**src/rtl/shift_pkg.sv**
```systemverilog
// Shared definitions for the shift arbiter slice: shifter widths, op
// encodings seen on the aluc bits, and the sequencing state type.
package shift_pkg;

  localparam int SH_W     = 32;
  localparam int SH_AMT_W = 5;

  // Op encodings on {aluc1, aluc0}; 2'b11 also shifts left.
  localparam logic [1:0] SH_SRA = 2'b00;
  localparam logic [1:0] SH_SRL = 2'b01;
  localparam logic [1:0] SH_SLL = 2'b10;

  typedef enum logic [1:0] {
    IDLE = 2'd0,
    EXEC = 2'd1,
    RESP = 2'd2
  } state_t;

endpackage

```
**src/rtl/rr_arb2.sv**
```systemverilog
// Two-way arbiter with a one-bit priority pointer.
//   clk, rst_n  : clock, asynchronous active-low reset (pointer -> 0)
//   req[1:0]    : request vector, bit N = requester N valid
//   en          : grants are only issued while en is high
//   update      : a grant was taken this cycle; pointer moves to the loser
//   grant[1:0]  : one-hot grant (zero when en is low or nothing requests)
//   grant_id    : index of the winning requester
module rr_arb2
  import shift_pkg::*;
#(
  parameter bit FAIR = 1'b1
) (
  input  logic       clk,
  input  logic       rst_n,
  input  logic [1:0] req,
  input  logic       en,
  input  logic       update,
  output logic [1:0] grant,
  output logic       grant_id
);

  logic ptr;
  logic win;

  always_comb begin
    win = 1'b0;
    if (req == 2'b10) begin
      win = 1'b1;
    end else if (req == 2'b11) begin
      // Fixed-priority mode ignores the pointer and always favours 0.
      win = FAIR ? ptr : 1'b0;
    end
    grant_id = win;
    grant    = 2'b00;
    if (en && (req != 2'b00)) begin
      grant = win ? 2'b10 : 2'b01;
    end
  end

  always_ff @(posedge clk or negedge rst_n) begin
    if (!rst_n) begin
      ptr <= 1'b0;
    end else if (update) begin
      ptr <= ~win;
    end
  end

endmodule

```
**src/rtl/shift_arbiter.sv**
```systemverilog
// Shares one external barrel shifter between two requesters. Accepts one
// command at a time, drives the shifter from registered operands, captures
// result and flags and returns them tagged with the requester id.
//
//   state | meaning
//   IDLE  | ready follows grant; accept a command -> EXEC
//   EXEC  | shifter driven from operand regs; latch result/flags -> RESP
//   RESP  | rsp_valid high; leave to IDLE when rsp_ready
//
// Ports:
//   clk, rst_n                 : clock, asynchronous active-low reset
//   reqN_valid/ready/op/amt/data : command channel of requester N (N=0,1)
//   rsp_valid/ready/id/result  : response channel
//   rsp_zero/carry/negative/overflow : captured shifter flags
//   sh_a, sh_b, sh_aluc1/0     : registered operands to the shifter
//   sh_result, sh_zero/carry/negative/overflow : shifter outputs
//   busy                       : high whenever not IDLE
module shift_arbiter
  import shift_pkg::*;
#(
  parameter bit FAIR = 1'b1
) (
  input  logic                clk,
  input  logic                rst_n,
  input  logic                req0_valid,
  output logic                req0_ready,
  input  logic [1:0]          req0_op,
  input  logic [SH_AMT_W-1:0] req0_amt,
  input  logic [SH_W-1:0]     req0_data,
  input  logic                req1_valid,
  output logic                req1_ready,
  input  logic [1:0]          req1_op,
  input  logic [SH_AMT_W-1:0] req1_amt,
  input  logic [SH_W-1:0]     req1_data,
  output logic                rsp_valid,
  input  logic                rsp_ready,
  output logic                rsp_id,
  output logic [SH_W-1:0]     rsp_result,
  output logic                rsp_zero,
  output logic                rsp_carry,
  output logic                rsp_negative,
  output logic                rsp_overflow,
  output logic [SH_W-1:0]     sh_a,
  output logic [SH_W-1:0]     sh_b,
  output logic                sh_aluc1,
  output logic                sh_aluc0,
  input  logic [SH_W-1:0]     sh_result,
  input  logic                sh_zero,
  input  logic                sh_carry,
  input  logic                sh_negative,
  input  logic                sh_overflow,
  output logic                busy
);

  state_t              state;
  logic [1:0]          grant;
  logic                grant_id;
  logic                accept;
  logic                pend_id;
  logic [1:0]          op_sel;
  logic [SH_AMT_W-1:0] amt_sel;
  logic [SH_W-1:0]     data_sel;

  rr_arb2 #(.FAIR(FAIR)) u_arb (
    .clk      (clk),
    .rst_n    (rst_n),
    .req      ({req1_valid, req0_valid}),
    .en       (state == IDLE),
    .update   (accept),
    .grant    (grant),
    .grant_id (grant_id)
  );

  // Grant already implies valid, so any grant bit is an acceptance. Ready is
  // masked by rst_n so it reads low while reset is held.
  assign accept     = grant[0] | grant[1];
  assign req0_ready = grant[0] & rst_n;
  assign req1_ready = grant[1] & rst_n;

  assign op_sel   = grant_id ? req1_op   : req0_op;
  assign amt_sel  = grant_id ? req1_amt  : req0_amt;
  assign data_sel = grant_id ? req1_data : req0_data;

  always_ff @(posedge clk or negedge rst_n) begin
    if (!rst_n) begin
      state        <= IDLE;
      busy         <= 1'b0;
      pend_id      <= 1'b0;
      sh_a         <= '0;
      sh_b         <= '0;
      sh_aluc1     <= 1'b0;
      sh_aluc0     <= 1'b0;
      rsp_valid    <= 1'b0;
      rsp_id       <= 1'b0;
      rsp_result   <= '0;
      rsp_zero     <= 1'b0;
      rsp_carry    <= 1'b0;
      rsp_negative <= 1'b0;
      rsp_overflow <= 1'b0;
    end else begin
      case (state)
        IDLE: begin
          if (accept) begin
            sh_a                 <= {{(SH_W-SH_AMT_W){1'b0}}, amt_sel};
            sh_b                 <= data_sel;
            {sh_aluc1, sh_aluc0} <= op_sel;
            pend_id              <= grant_id;
            busy                 <= 1'b1;
            state                <= EXEC;
          end
        end
        EXEC: begin
          rsp_result   <= sh_result;
          rsp_zero     <= sh_zero;
          rsp_carry    <= sh_carry;
          rsp_negative <= sh_negative;
          rsp_overflow <= sh_overflow;
          rsp_id       <= pend_id;
          rsp_valid    <= 1'b1;
          state        <= RESP;
        end
        RESP: begin
          if (rsp_ready) begin
            rsp_valid <= 1'b0;
            busy      <= 1'b0;
            state     <= IDLE;
          end
        end
        default: begin
          rsp_valid <= 1'b0;
          busy      <= 1'b0;
          state     <= IDLE;
        end
      endcase
    end
  end

endmodule
```
**config.mk**
```make
export PLATFORM = sky130hd
export DESIGN_NAME = shift_arbiter
export DESIGN_NICKNAME = d
export VERILOG_FILES = /design/src/rtl/shift_pkg.sv /design/src/rtl/rr_arb2.sv /design/src/rtl/shift_arbiter.sv
export SDC_FILE = /design/constraint.sdc
export NUM_CORES = 1
export LEC_CHECK = 0
export CAP_MARGIN = 20
export CORE_ASPECT_RATIO = 1.75
export CORE_UTILIZATION = 35
export CTS_CLUSTER_SIZE = 28
export DETAILED_ROUTE_END_ITERATION = 10
export PLACE_DENSITY = 0.77
export REMOVE_ABC_BUFFERS = 1
export SYNTH_ARGS = -nofsm -noshare
export SYNTH_HDL_FRONTEND = slang
export SYNTH_SLANG_ARGS = --single-unit
```
**constraint.sdc**
```tcl
create_clock -name clk -period 4 [get_ports clk]
set_input_delay 0.6 -clock clk [delete_from_list [all_inputs] [get_ports clk]]
set_output_delay 0.6 -clock clk [all_outputs]
set_load 0.01 [all_outputs]
```
* After elaboration in Yosys (flattened, before gate mapping)
Index checks and enable logic that the tools add are counted.
** Storage, ports and cells
- Bits in registers :: 82
- Bits in latches :: 0
- RAM bits :: 0
- ROM bits :: 0
- Input port bits :: 119
- Word-level logic and storage cells :: 48
- Memories kept :: 0
** Cells by class
- Add/subtract/negate cells :: 0
- Multiply operators :: 0
- Divide/modulo/power cells :: 0
- Order comparisons :: 0
- Eq/ne operators :: 6
- Shifts and indexed selects :: 0
- Multiplexer cells :: 14
- Bitwise gates (word level) :: 6
- Reductions and logical operators :: 7
** Operators by type and width (count)
- 32-bit two-way mux :: 1
- 2-bit two-way mux :: 5
- 2-bit == test (second input constant) :: 3
- 1-bit case mux with 3 select lines :: 2
- 2-bit case mux with 3 select lines :: 1
- 2-bit AND reduction :: 3
- 5-bit two-way mux :: 1
- 1-bit two-way mux :: 4
- 2-bit inequality test (second input constant) :: 2
- 1-bit NOT :: 3
- 3-bit AND reduction :: 1
- 1-bit bitwise AND :: 2
- 2-bit by 1-bit == test with 1-bit output (second input constant) :: 1
- 2-bit logical NOT :: 1
- 2-bit nonzero test :: 1
- 1-bit logical AND :: 1
- 1-bit OR :: 1

* Depth between registers and ports, before layout
Gate-level depths: netlist of run 1.
- Word-level depth :: 8
- Gate-level depth with buffers :: 5
- Mapped depth without buffers :: 3

* Hierarchy
From an unflattened synthesis of run 1, not the netlist that was laid out.
** Second synthesis, totals
- Cells, all modules :: 311
- Area total of the unflattened synthesis :: 3768.6 µm²
** By module, submodules not included
- shift_arbiter :: instances 1, cells an instance 303, area an instance 3697.3 µm², sequential area each 2026.9 µm²
- rr_arb2 :: instances 1, cells an instance 8, area an instance 71.3 µm², sequential area each 25.0 µm²

* Worst setup path before layout of run 1
No wires, ideal clock.
- Path type :: input-to-output
- Start point :: in req0_valid
- End point :: out req1_ready
- Arrival time :: 1.288 ns
- Slack :: 2.112 ns
- Cell stages on the path :: 5
- Buffers on the path :: 2
- Path through :: nand2b_1 and3_1 clkbuf_1 buf_2 and2_1
** On the way
- Longest elaborated chain between the ends :: 6
- Elaborated cells between the ends (all ways) :: 9
- Classes of those cells :: eq/ne (2); mux (4); bitwise (1); reduce/logical (2)
** Ends and longest elaborated chain
- start: declaration :: RTL line shift_arbiter.sv:25 : input logic req0_valid,
- 2-bit == test :: RTL line rr_arb2.sv:29 : end else if (req == 2'b11) begin
- 1-bit two-way mux :: RTL line rr_arb2.sv:29
- 1-bit two-way mux :: RTL line rr_arb2.sv:27 : if (req == 2'b10) begin
- 2-bit two-way mux :: RTL line rr_arb2.sv:36 : grant = win ? 2'b10 : 2'b01;
- 2-bit two-way mux (*) :: RTL line rr_arb2.sv:35 : if (en && (req != 2'b00)) begin
- 1-bit bitwise AND (*) :: RTL line shift_arbiter.sv:78 : assign req1_ready = grant[1] & rst_n;
- end: declaration :: RTL line shift_arbiter.sv:31 : output logic req1_ready,
Every way passes the cells marked *; elsewhere a longest branch is shown, timed or not.

* Worst setup path in the final report of run 1
- Start point :: in req0_valid
- End point :: out req0_ready
** On the way
- Longest elaborated chain between the ends :: 6
- Elaborated cells between the ends (all ways) :: 9
- Classes of those cells :: eq/ne (2); mux (4); bitwise (1); reduce/logical (2)
** Ends and longest elaborated chain
- 2-bit == test :: RTL line rr_arb2.sv:29
- 1-bit two-way mux :: RTL line rr_arb2.sv:29
- 1-bit two-way mux :: RTL line rr_arb2.sv:27
- 2-bit two-way mux :: RTL line rr_arb2.sv:36
- 2-bit two-way mux (*) :: RTL line rr_arb2.sv:35
- 1-bit bitwise AND (*) :: RTL line shift_arbiter.sv:77 : assign req0_ready = grant[0] & rst_n;
- end: declaration :: RTL line shift_arbiter.sv:26 : output logic req0_ready,
Marks and branches as above.

==> flow_summary_export.csv, run 1 <==
group,metric,value,unit
layout,antenna_cells,0,
pwr,p_comb_share,49.4,%
pwr,p_leak,0.00241,µW
logic_synthesis,dominantRegCellSynth,"dfrtp_1",
sta,slew_viol_final,0,
layout,area_growth,60.4,%
floorplan,die_h,137,µm
setup_path,worst-path-max-fanout,3,
flow_run,cap_viol_max_count,0,
setup_path,crit_chain,"clkdlybuf4s50_1 -> and3_1 -> and2_1 -> clkdlybuf4s50_1",
clock_network,tritoncts,"built",
logic_synthesis,ys_ff_latch,82,
logic_synthesis,ys_seq_area_share,56.6,%
sta,fmax,372,MHz
logic_synthesis,yosysTopAreaCell,"dfrtp_1",
global_routing,overflow,0,
sta,worst_pin_slew,1.04,ns
floorplan,io_pins,226,
pwr,pwr-share-seq,33.6,%
hold_path,min_path_type,"input port to async pin",
detailed_routing,drc,0,
detailed_routing,wl,9.56,mm
global_routing,gr-usage-all-layers,18.2,%
layout,nNetsFinal,576,
placed_design,post_dp_cell_area,5550,µm²
floorplan,start_util,36.4,%
sta,fin_crit_sh,67.2,%
setup_path,start_kind,"input port",
detailed_routing,vias,2883,
sta,slew_headroom,30.7,%
pwr,switching_share,31.4,%
sta,fin_skew,0.00771,ns
logic_synthesis,synthCells,268,
detailed_routing,drt_iter0_drc,91,
logic_synthesis,synth-edff-count,0,
layout,drive_gt1_share,12.6,%
placed_design,gp_congestion,0.715,
clock_network,post-cts-setup-buffer-count,0,
clock_network,insertion_delay,0.33,ns
global_routing,antenna_found_initial,0,
global_routing,grt_pass1_vias,2982,
setup_path,crit_path_frequent_cell,"clkdlybuf4s50_1",
placed_design,hpwl,7.09,mm
sta,setup_viol,0,
setup_path,crit_arrival,2.09,ns
logic_synthesis,synth_most_common_cell,"dfrtp_1",
setup_path,crit_required,3.40,ns
logic_synthesis,async_flop_share,100,%
logic_synthesis,syn_avg_cell_area,13.5,µm²
clock_network,cts_buffers,9,
pwr,powerDensity,754,nW/µm²
detailed_routing,firstDrtPassIters,4,
logic_synthesis,ys_top_cells_by_count,"dfrtp_1, o21a_1, a221o_1, mux2_2, buf_4",
outcome,run_status,"finished clean",
pwr,intPower,3010,µW
detailed_routing,ant_nets,0,
clock_network,cts_max_level,3,
pwr,power,4390,µW
sta,rsz0062_at_grt,"no",
pwr,p_switching,1380,µW
global_routing,grt_max_degree,50,
pwr,clockPowerShare,17.0,%
floorplan,fp.dieArea,10800,µm²
setup_path,critPathKind,"input port to output port",
clock_network,postCtsHoldBufs,0,
logic_synthesis,synthTopCellsByArea,"dfrtp_1, mux2_2, a221o_1",
sta,holdWs,0.221,ns
logic_synthesis,synth_warnings,0,
logic_synthesis,synth_top_cell_area_share,56.6,%
pwr,peakVddDrop,0.403,mV
placed_design,portBuffers,198,
clock_network,clkSinkCount,82,
sta,fin_crit,2.69,ns
setup_path,cpMaxStageDelayCell,"clkdlybuf4s50_1",
sta,fin_tns_setup,0,ns
clock_network,cts_root_buf,"clkbuf_16",
setup_path,critical-path-max-stage-delay,0.56,ns
clock_network,cts_max_path_buffers,2,
sta,hold_violations,0,
floorplan,coreArea,9970,µm²
detailed_routing,wire_per_inst,16.3,µm
layout,stdcell_area,5820,µm²
layout,postLayoutCoreUtil,58.4,%
floorplan,die_w,79.0,µm
logic_synthesis,ys_types,18,
setup_path,end_kind,"output port",
detailed_routing,via_per_inst,4.91,
clock_network,clkTransAtPathRegs,0.05,ns
global_routing,grt_pass1_wl,14.9,mm
floorplan,row_count,48,
logic_synthesis,netlist_area,3630,µm²
clock_network,cts_resized,0,
cells by family (layout without fill, tap and decap cells):
kind of cell,count (synthesis),after routing,synth area share [%]
AO/OA/AOI/OAI,84,84,19.9
buffers and inverters,50,218,9.93
other,1,27,0.103
AND/OR/NAND/NOR,14,14,2.07
multiplexers,37,37,11.5
flip-flops,82,82,56.6
layer usage:
layer | GRT usage, % | vias up | share of wire [%]
li1 | - | 1325 | -
met1 | 20.5 | 1394 | 37
met2 | 32.6 | 154 | 54
met3 | 4.87 | 10 | 6.4
met4 | 6.36 | 0 | 1.7
met5 | 0 | - | 0
final cells by class:
cell class	instances	area, µm²
clock buffer	12	246
sequential	82	2050
tap	125	156
timing repair buffer	202	2010
multi-input combinational	162	1330
fill	851	4150
clock inverter	4	27.5
cells in the final DEF (no fill, tap or decap):
| cell | n |
|---|---|
| a21o_1 | 2 |
| a221o_1 | 39 |
| and2_1 | 2 |
| and3_1 | 2 |
| buf_4 | 5 |
| clkbuf_1 | 2 |
| clkbuf_16 | 9 |
| clkbuf_8 | 1 |
| clkdlybuf4s50_1 | 197 |
| clkinv_2 | 1 |
| clkinvlp_4 | 3 |
| conb_1 | 27 |
| dfrtp_1 | 82 |
| mux2_2 | 37 |
| nand2_1 | 1 |
| nand2b_1 | 3 |
| nor2_1 | 3 |
| nor2_4 | 1 |
| nor2b_4 | 1 |
| o21a_1 | 40 |
| o21ai_0 | 3 |
| or2_1 | 1 |
final timing paths:
path / cells after the start / startpoint / end / slack [ns]
setup / recovery: 4 / req0_valid / req0_ready / 1.31
hold / removal: 1 / rst_n / rsp_id$_DFFE_PN0P_ / 0.22
setup reg to reg: 2 / state[0]$_DFFE_PN0P_ / rsp_result[28]$_DFFE_PN0P_ / 2.16
hold reg to reg: 1 / busy$_DFFE_PN0P_ / busy$_DFFE_PN0P_ / 0.48
max in group asynchronous: 2 / rst_n / rsp_result[16]$_DFFE_PN0P_ / 2.81
min in group clk: 1 / busy$_DFFE_PN0P_ / busy$_DFFE_PN0P_ / 0.48
critical path, delay by kind of cell:
| family | cells | cell delay (ns) |
|---|---|---|
| buffers and inverters | 2 | 1.10 |
| and+or+nand+nor | 2 | 0.38 |
state kept, by name, indices dropped and copies added, names as in the netlist:
| register | cells |
|---|---|
| pend_id | 1 |
| rsp_result | 32 |
| sh_a | 5 |
| rsp_carry | 1 |
| rsp_valid | 1 |
| rsp_overflow | 1 |
| state | 2 |
| rsp_zero | 1 |
| rsp_negative | 1 |
| rsp_id | 1 |
| sh_b | 32 |
| busy | 1 |
| u_arb.ptr | 1 |
| sh_aluc1 | 1 |
| sh_aluc0 | 1 |
power by group through the flow:
stage / registers (µW) / logic, µW / clock network (µW)
after detailed placement: 1490 / 2200 / 0
after CTS: 1480 / 2200 / 771
final: 1470 / 2170 / 745
after global placement: 1470 / 2150 / 0
after global routing: 1520 / 2330 / 810
after floorplan: 1650 / 856 / 0
per-stage QoR:
stage	std cells	setup slack [ns]
after detailed placement	571	1.29
after CTS	587	1.28
after floorplan	244	1.34
final	587	1.31
after global placement	571	1.29
after global routing	587	1.22
Power figures use the tool's default switching activity.
==> run 2: changes to the inputs <==
--- a/config.mk
+++ b/config.mk
@@ -7,10 +7,10 @@
 export LEC_CHECK = 0
 export CAP_MARGIN = 20
 export CORE_ASPECT_RATIO = 1.75
-export CORE_UTILIZATION = 35
+export CORE_UTILIZATION = 33
 export CTS_CLUSTER_SIZE = 28
 export DETAILED_ROUTE_END_ITERATION = 10
-export PLACE_DENSITY = 0.77
+export PLACE_DENSITY = 0.76
 export REMOVE_ABC_BUFFERS = 1
 export SYNTH_ARGS = -nofsm -noshare
 export SYNTH_HDL_FRONTEND = slang
==> constraint.sdc (replaced) <==
create_clock -name clk -period 2.42 [get_ports clk]
set_input_delay 0.363 -clock clk [delete_from_list [all_inputs] [get_ports clk]]
set_output_delay 0.363 -clock clk [all_outputs]
set_load 0.01 [all_outputs]
==> flow_summary_export.csv, run 2 (synthesized netlist as in run 1, its figures left out) <==
group,metric,value,unit
layout,area_growth,63.6,%
pwr,powerDensity,1280,nW/µm²
detailed_routing,firstDrtPassIters,4,
clock_network,cts_resized,0,
setup_path,r2r_start,"state[1]$_DFFE_PN0P_",
detailed_routing,via_per_inst,4.96,
global_routing,overflow,0,
floorplan,start_util,33.9,%
detailed_routing,drt_iter0_drc,71,
sta,fin_skew,0.00607,ns
clock_network,cts_max_path_buffers,2,
placed_design,dp_slack,0.257,ns
setup_path,worst-path-max-fanout,5,
global_routing,antenna_found_initial,0,
detailed_routing,vias,2954,
sta,hold_violations,0,
layout,nNetsFinal,579,
sta,fin_tns_setup,0,ns
sta,fmax,446,MHz
setup_path,crit_required,2.06,ns
sta,worst_pin_slew,0.525,ns
layout,layout_common_cells,"clkdlybuf4s50_1, dfrtp_1, o21a_1",
floorplan,die_h,141,µm
sta,slew_viol_final,0,
global_routing,grt_max_degree,83,
pwr,peakVddDrop,0.618,mV
hold_path,min_path_type,"input port to async pin",
layout,top_regs,"rsp_result (32), sh_b (32), sh_a (5)",
clock_network,cts_root_buf,"clkbuf_16",
sta,slew_headroom,64.9,%
clock_network,clkSinkCount,82,
clock_network,postCtsHoldBufs,0,
detailed_routing,wire_per_inst,17.1,µm
global_routing,grt_pass1_wl,15.7,mm
layout,fillers,922,
sta,fin_crit,2.24,ns
layout,final_common_cell,"clkdlybuf4s50_1",
clock_network,insertion_delay,0.33,ns
floorplan,row_count,50,
clock_network,cts_max_level,3,
sta,rsz0062_at_grt,"no",
clock_network,post-cts-setup-buffer-count,0,
sta,fin_crit_sh,92.7,%
setup_path,start_kind,"flop",
floorplan,fp.dieArea,11400,µm²
setup_path,crit_arrival,1.88,ns
floorplan,die_w,81.3,µm
sta,setup_ws,0.175,ns
layout,postLayoutCoreUtil,55.5,%
setup_path,critPathKind,"flop to output port",
flow_run,cap_viol_max_count,0,
sta,holdWs,0.112,ns
clock_network,tritoncts,"built",
layout,antenna_cells,0,
detailed_routing,wl,10.2,mm
sta,setup_viol,0,
floorplan,io_pins,226,
setup_path,end_kind,"output port",
placed_design,gp_congestion,0.768,
setup_path,crit_start,"state[1]$_DFFE_PN0P_",
placed_design,portBuffers,198,
outcome,run_status,"finished clean",
global_routing,gr-usage-all-layers,18.5,%
pwr,p_leak,0.00246,µW
clock_network,cts_buffers,9,
detailed_routing,drc,0,
layout,drive_gt1_share,13.1,%
global_routing,grt_pass1_vias,3128,
detailed_routing,ant_nets,0,
placed_design,hpwl,7.43,mm
floorplan,coreArea,10700,µm²
clock_network,clkTransAtPathRegs,0.06,ns
run 2: changes by cell type in the layout (fill, tap and decap cells not counted), sizes merged:
cell / delta
clkinvlp: -1
buf: +3
bufinv: +2
clkinv: -1
run 2: area by class of cell:
type,count,area (µm²),area share [%]
multi-input combinational,162,1330,22.4
sequential,82,2050,34.6
timing repair buffer,205,2070,34.9
clock buffer,12,246,4.15
tap,130,163,2.74
clock inverter,4,75.1,1.27
run 2: power breakdown:
part	switching, µW	leakage (µW)	total (µW)	internal [µW]
registers	372	0.000987	2440	2070
clock network	526	0.000149	1460	932
logic	1460	0.00133	3680	2220
run 2: layer usage:
| layer | GRT usage, % | part of all wire [%] | vias up | wire length (µm) |
|---|---|---|---|---|
| li1 | - | - | 1327 | - |
| met1 | 18.3 | 33 | 1445 | 3390 |
| met2 | 33.4 | 57 | 155 | 5780 |
| met3 | 4.72 | 5.6 | 27 | 567 |
| met4 | 10.4 | 4.3 | 0 | 439 |
| met5 | 0 | 0 | - | 0 |
run 2: critical path, stage by stage (launching register included):
cell and delay [ns]:
dfrtp_1 0.44, nor2_1 0.21, and3_1 0.21, and2_1 0.13, clkdlybuf4s50_1 0.56
run 2: metrics by stage:
| stage | cell area [µm²] | std cells | power [µW] |
|---|---|---|---|
| floorplan | 3370 | 244 | 4140 |
| global placement | 5590 | 578 | 6040 |
| detailed placement | 5590 | 578 | 6170 |
| CTS | 5910 | 594 | 7670 |
| global route | 5930 | 595 | 8010 |
| finish | 5930 | 595 | 7580 |
run 2: final timing paths:
path	slack [ns]	cells past startpoint	endpoint
worst min-delay path	0.11	2	sh_b[17]$_DFFE_PN0P_
worst min register to register	0.50	1	rsp_result[29]$_DFFE_PN0P_
worst max-delay path	0.18	4	req0_ready
worst max register to register	0.83	4	sh_b[25]$_DFFE_PN0P_
max in group asynchronous	1.69	3	rsp_result[28]$_DFFE_PN0P_
min in group clk	0.50	1	rsp_result[29]$_DFFE_PN0P_
==> run 3: changes to the inputs <==
--- a/config.mk
+++ b/config.mk
@@ -5,11 +5,12 @@
 export SDC_FILE = /design/constraint.sdc
 export NUM_CORES = 1
 export LEC_CHECK = 0
-export CAP_MARGIN = 20
+export CAP_MARGIN = 10
 export CORE_ASPECT_RATIO = 1.75
 export CORE_UTILIZATION = 33
 export CTS_CLUSTER_SIZE = 28
 export DETAILED_ROUTE_END_ITERATION = 10
+export GPL_TIMING_DRIVEN = 0
 export PLACE_DENSITY = 0.76
 export REMOVE_ABC_BUFFERS = 1
 export SYNTH_ARGS = -nofsm -noshare
==> flow_summary_export.csv, run 3 (synthesized netlist as in run 1, its figures left out) <==
group,metric,value,unit
detailed_routing,drc,0,
setup_path,crit_arrival,1.94,ns
global_routing,grt_max_degree,71,
placed_design,gp_congestion,0.757,
layout,top_regs,"rsp_result (32), sh_b (32), sh_a (5)",
setup_path,crit_chain,"clkdlybuf4s50_1 -> nand2b_1 -> and3_4 -> and2_1 -> clkdlybuf4s50_1",
floorplan,die_h,141,µm
clock_network,clkTransAtPathRegs,0.06,ns
floorplan,io_pins,226,
clock_network,tritoncts,"built",
detailed_routing,wl_met2,6.12,mm
layout,antenna_cells,0,
clock_network,insertion_delay,0.33,ns
placed_design,portBuffers,198,
setup_path,critical-path-top-delay-family,"buffers and inverters",
floorplan,fp.dieArea,11400,µm²
global_routing,antenna_found_initial,0,
sta,fin_crit,2.31,ns
layout,final_common_cell,"clkdlybuf4s50_1",
floorplan,die_w,81.3,µm
clock_network,cts_max_path_buffers,2,
detailed_routing,drt_iter0_drc,93,
setup_path,r2r_setup_slack,0.63,ns
setup_path,end_kind,"output port",
hold_path,min_path_type,"input port to async pin",
setup_path,critical-path-max-stage-delay,0.53,ns
layout,nNetsFinal,583,
outcome,run_status,"finished clean",
clock_network,clkSinkCount,82,
pwr,peakVddDrop,0.633,mV
flow_run,cap_viol_max_count,0,
detailed_routing,wl,10.9,mm
sta,fin_skew,0.00743,ns
global_routing,overflow,0,
detailed_routing,dr.max_layer_used,"met4",
sta,setup_viol,0,
layout,layout_common_cells,"clkdlybuf4s50_1, dfrtp_1, o21a_1",
pwr,p_leak,0.00249,µW
detailed_routing,met3_length,627,µm
pwr,powerDensity,1270,nW/µm²
detailed_routing,ant_nets,0,
sta,fmax,434,MHz
layout,drive_gt1_share,14.9,%
placed_design,placed_cells,575,
global_routing,gr-usage-all-layers,19.4,%
setup_path,start_kind,"input port",
setup_path,crit_path_frequent_cell,"clkdlybuf4s50_1",
detailed_routing,wire_per_inst,18.1,µm
layout,fin_cells,599,
sta,hold_violations,0,
floorplan,coreArea,10700,µm²
layout,fillers,935,
detailed_routing,via_per_inst,5.05,
detailed_routing,vias,3026,
pwr,power,7580,µW
setup_path,cp_num_buf_inv,2,
sta,slew_headroom,43.8,%
floorplan,row_count,50,
clock_network,cts_buffers,9,
sta,slew_viol_final,0,
global_routing,grt_pass1_vias,3244,
setup_path,worst-path-max-fanout,5,
clock_network,cts_max_level,3,
detailed_routing,drt-met1-wl,3.69,mm
sta,rsz0062_at_grt,"no",
detailed_routing,firstDrtPassIters,4,
layout,area_growth,65.1,%
setup_path,critPathKind,"input port to output port",
setup_path,cpMaxStageDelayCell,"clkdlybuf4s50_1",
sta,fin_crit_sh,95.3,%
setup_path,crit_required,2.06,ns
sta,worst_pin_slew,0.842,ns
placed_design,hpwl,7.34,mm
clock_network,cts_root_buf,"clkbuf_16",
global_routing,grt_pass1_wl,16.5,mm
floorplan,start_util,33.9,%
[run 3: what timing repair did]
item	in CTS	in global routing
cloned	4	0
hold endpoints to repair	13	0
setup endpoints to repair	2	1
gates resized for setup	5	0
buffers inserted	1	2
hold buffers	1	0
pin swaps	2	1
[run 3: layer usage]
| layer | global-route usage [%] | up-vias |
|---|---|---|
| li1 | - | 1346 |
| met1 | 19.4 | 1492 |
| met2 | 36.4 | 159 |
| met3 | 3.88 | 29 |
| met4 | 9.77 | 0 |
| met5 | 0 | - |
[run 3: report_power, final]
group | internal (µW) | switching [µW] | total [µW]
logic | 2260 | 1500 | 3760
registers | 2060 | 377 | 2440
clock network | 827 | 555 | 1380
[run 3: area by class of cell]
| type | count | area, µm² | area share (%) |
|---|---|---|---|
| flip-flops and latches | 82 | 2050 | 34.3 |
| clock inverters | 6 | 66.3 | 1.11 |
| clock buffers | 10 | 239 | 3.99 |
| well taps | 130 | 163 | 2.72 |
| multi-input cells | 166 | 1380 | 23.0 |
| repair buffers | 205 | 2090 | 34.9 |
[run 3: metrics by stage]
step | setup TNS, ns | utilization (%) | setup slack [ns] | cell area (µm²) | hold WS, ns
floorplan | -8.76 | - | -0.237 | 3370 | 0.0674
CTS | 0 | 55.8 | 0.0367 | 5970 | 0.0707
finish | 0 | 56.0 | 0.114 | 5990 | 0.0560
global route | 0 | 56.0 | 0.0727 | 5990 | 0.0886
detailed placement | -0.698 | 52.4 | -0.351 | 5610 | 0.240
global placement | -243.30 | 51.5 | -2.40 | 5510 | 0.464
[run 3: final timing paths]
| path | from | end | cells past startpoint |
|---|---|---|---|
| max | req0_valid | req1_ready | 5 |
| min | rst_n | sh_b[9]$_DFFE_PN0P_ | 2 |
| max reg2reg | state[1]$_DFFE_PN0P_ | sh_b[16]$_DFFE_PN0P_ | 3 |
| min reg2reg | busy$_DFFE_PN0P_ | busy$_DFFE_PN0P_ | 1 |
| max in group asynchronous | rst_n | sh_b[24]$_DFFE_PN0P_ | 2 |
| min in group clk | busy$_DFFE_PN0P_ | busy$_DFFE_PN0P_ | 1 |
==> edit (flow settings as in run 2) <==
Re-encode `state_t` (3 states) as one-hot, 3 bits wide.
--- a/src/rtl/shift_pkg.sv
+++ b/src/rtl/shift_pkg.sv
@@ -11,8 +11,8 @@
   localparam logic [1:0] SH_SLL = 2'b10;
 
-  typedef enum logic [1:0] {
-    IDLE = 2'd0,
-    EXEC = 2'd1,
-    RESP = 2'd2
+  typedef enum logic [2:0] {
+    IDLE = 3'b001,
+    EXEC = 3'b010,
+    RESP = 3'b100
   } state_t;
 
Behaviour: same outputs for any inputs over 10 cycles, from zero or initial values and one cycle with rst_n low; not proved beyond that.
==> edit against run 2 <==
  * Synthesized cell count grew 2.6%
  * Critical path type unchanged
  * Sequential share of layout area down 0.12 points
  * Routed wire length shrank 1.4%
  * Total power is 0.16% higher
  * Utilization grew 0.25 points
  * Highest routed layer unchanged
  * Combinational power up 1%
  * Setup slack got worse by 0.11 ns
  * Design area rose by 1.6%
  * Critical path depth stayed put
  * Area after synthesis increased by 1.9%
  * Sequential cell count grew 1
  * Critical endpoint unchanged
==> edit: results (changes against run 2) <==
Final layout
  • Layout cells sized above 1: 14.4% (+1.3 points)
  • Fillers: 932 (+1.1%)
  • ANT cells: 0 (unchanged)
  • Top Registers: rsp_result: 32 flops, sh_b: 32 flops, sh_a: 5 flops
  • Final net count: 593 (+2.4%)

Worst setup path
  • Flop2flop setup slack: 0.44 ns (-0.39 ns)
  • R2r startpoint: state[0]$_DFFE_PN1P_
  • Critical Path AT: 1.99 ns (+0.11 ns)
  • Worst r2r path cells: 4 (unchanged)
  • Top cell family by delay on the critical path: simple AND/OR/NAND/NOR gates
  • Crit Path Max Fanout: 3 (-2)
  • Worst path slowest cell: dfstp_2
  • CP peak stage delay: 0.53 ns (-0.03 ns)
  • Reg2reg end: sh_b[19]$_DFFE_PN0P_

Routing
  • Routed wl met2: 5280 µm (-8.7%)
  • Starting DRT DRC Count: 98 (+38%)
  • DRC Markers: 0 (unchanged)
  • Routed wire per std cell: 16.5 µm (-3.5%)
  • Detailed-route via count: 3,033 (+2.7%)
  • Highest Signal Layer: met4
  • Wl on met1: 3560 µm (+5.2%)
  • WL met3: 677 µm (+19%)

STA
  • Max transition margin: 65.9% (+1.0 points)
  • Final Skew: 0.00647 ns (+0.000402 ns)

Power
  • Sw frac: 31.2% (about the same)
  • Static leakage: 0.00253 µW (+2.9%)
  • Peak supply drop: 0.577 mV (-6.6%)

GRT
  • M1 GR Usage: 19.3% (+0.95 points)
  • Routing usage on met2: 29.9% (-3.5 points)
  • M3 GR Usage: 4.68% (-0.045 points)
  • Vias in the first global route: 3,090 (-1.2%)
  • Initial antenna violation count: 0 (unchanged)
  • Total Routing Usage GR: 18.0% (-0.50 points)
  • Largest net degree at the start of global routing: 80 (-3.6%)
  • First-pass GRT wire length: 15,200 µm (-3.3%)

Status
  • Status: completed

Placed design
  • Input/output buffers: 198 (unchanged)
  • Place WS: 0.0478 ns (-0.210 ns)
  • RePlAce Congestion: 0.752 (-2.1%)
  • Placed instance area: 5700 µm² (+1.9%)
  • Dpl hpwl: 7490 µm (+0.73%)

Synthesis
  • Top cells by count, synth: 82 x dfrtp_1, 39 x a221o_1, 39 x o21a_1, 37 x mux2_2, 27 x buf_4
  • Top cells by area, synth: dfrtp_1 55%, mux2_2 11%, a221o_1 11%
  • Share of flip-flops with an asynchronous set or reset: 100% (unchanged)
  • Synth cell types: 28 (+10)
  • Seq/Total Area, Yosys: 56.2% (-0.36 points)

Floorplan
  • Die W: 82.0 µm (+0.94%)

CTS
  • CTS buffer count: 9 (unchanged)
  • CTS max path bufs: 2 (unchanged)
  • CTS clock-pin slew for the worst setup and hold paths: 0.06 ns (about the same)
  • Clock latency on the worst-skew pair: 0.33 ns (about the same)
-- edit: cell type report --
class	count	area, µm²	share of cell area [%]
timing repair buffer	209	2070	34.4
clock buffer	10	229	3.80
multi-input combinational	167	1390	23.1
inverter	4	15.0	0.249
clock inverter	5	78.8	1.31
sequential	83	2080	34.5
tap	130	163	2.70
-- edit: stage by stage --
stage	TNS [ns]	hold WS [ns]	instances
2_1_floorplan	-27.57	0.0674	254
3_3_place_gp	0	0.183	591
3_5_place_dp	0	0.184	591
4_1_cts	0	0.400	607
5_1_grt	0	0.414	608
6_report	0	0.409	608
-- edit: repair_timing --
item | in CTS | in global routing
endpoints found under the setup margin | 2 | 1
hold endpoints to repair | 4 | 0
hold buffers | 1 | 0
resized for setup | 4 | 2
-- edit: worst max-delay path by stage --
stage                              start    endpoint  slack, ns
finish              state[0]$_DFFE_PN1P_  req0_ready       0.07
global route        state[0]$_DFFE_PN1P_  req0_ready      0.009
CTS                 state[0]$_DFFE_PN1P_  req1_ready     0.0008
detailed placement  state[0]$_DFFE_PN1P_  req0_ready       0.05
global placement              req0_valid  req1_ready       0.05
floorplan           state[0]$_DFFE_PN1P_  req1_ready      -0.96
-- edit: kinds of logic after synthesis --
family,share of synthesized area [%]
xor gates and xnor gates,0.237
DFF,56.2
and+or+nand+nor,2.64
muxes,11.3
buffers and inverters,9.13
AOI/OAI and AO/OA,20.4
other,0.101
-- edit: power groups by stage --
stage | clock network (µW) | logic, µW | registers [µW]
finish | 1420 | 3720 | 2450
global route | 1530 | 4010 | 2540
CTS | 1470 | 3770 | 2460
detailed placement | 0 | 3770 | 2480
global placement | 0 | 3680 | 2450
floorplan | 0 | 1460 | 2770
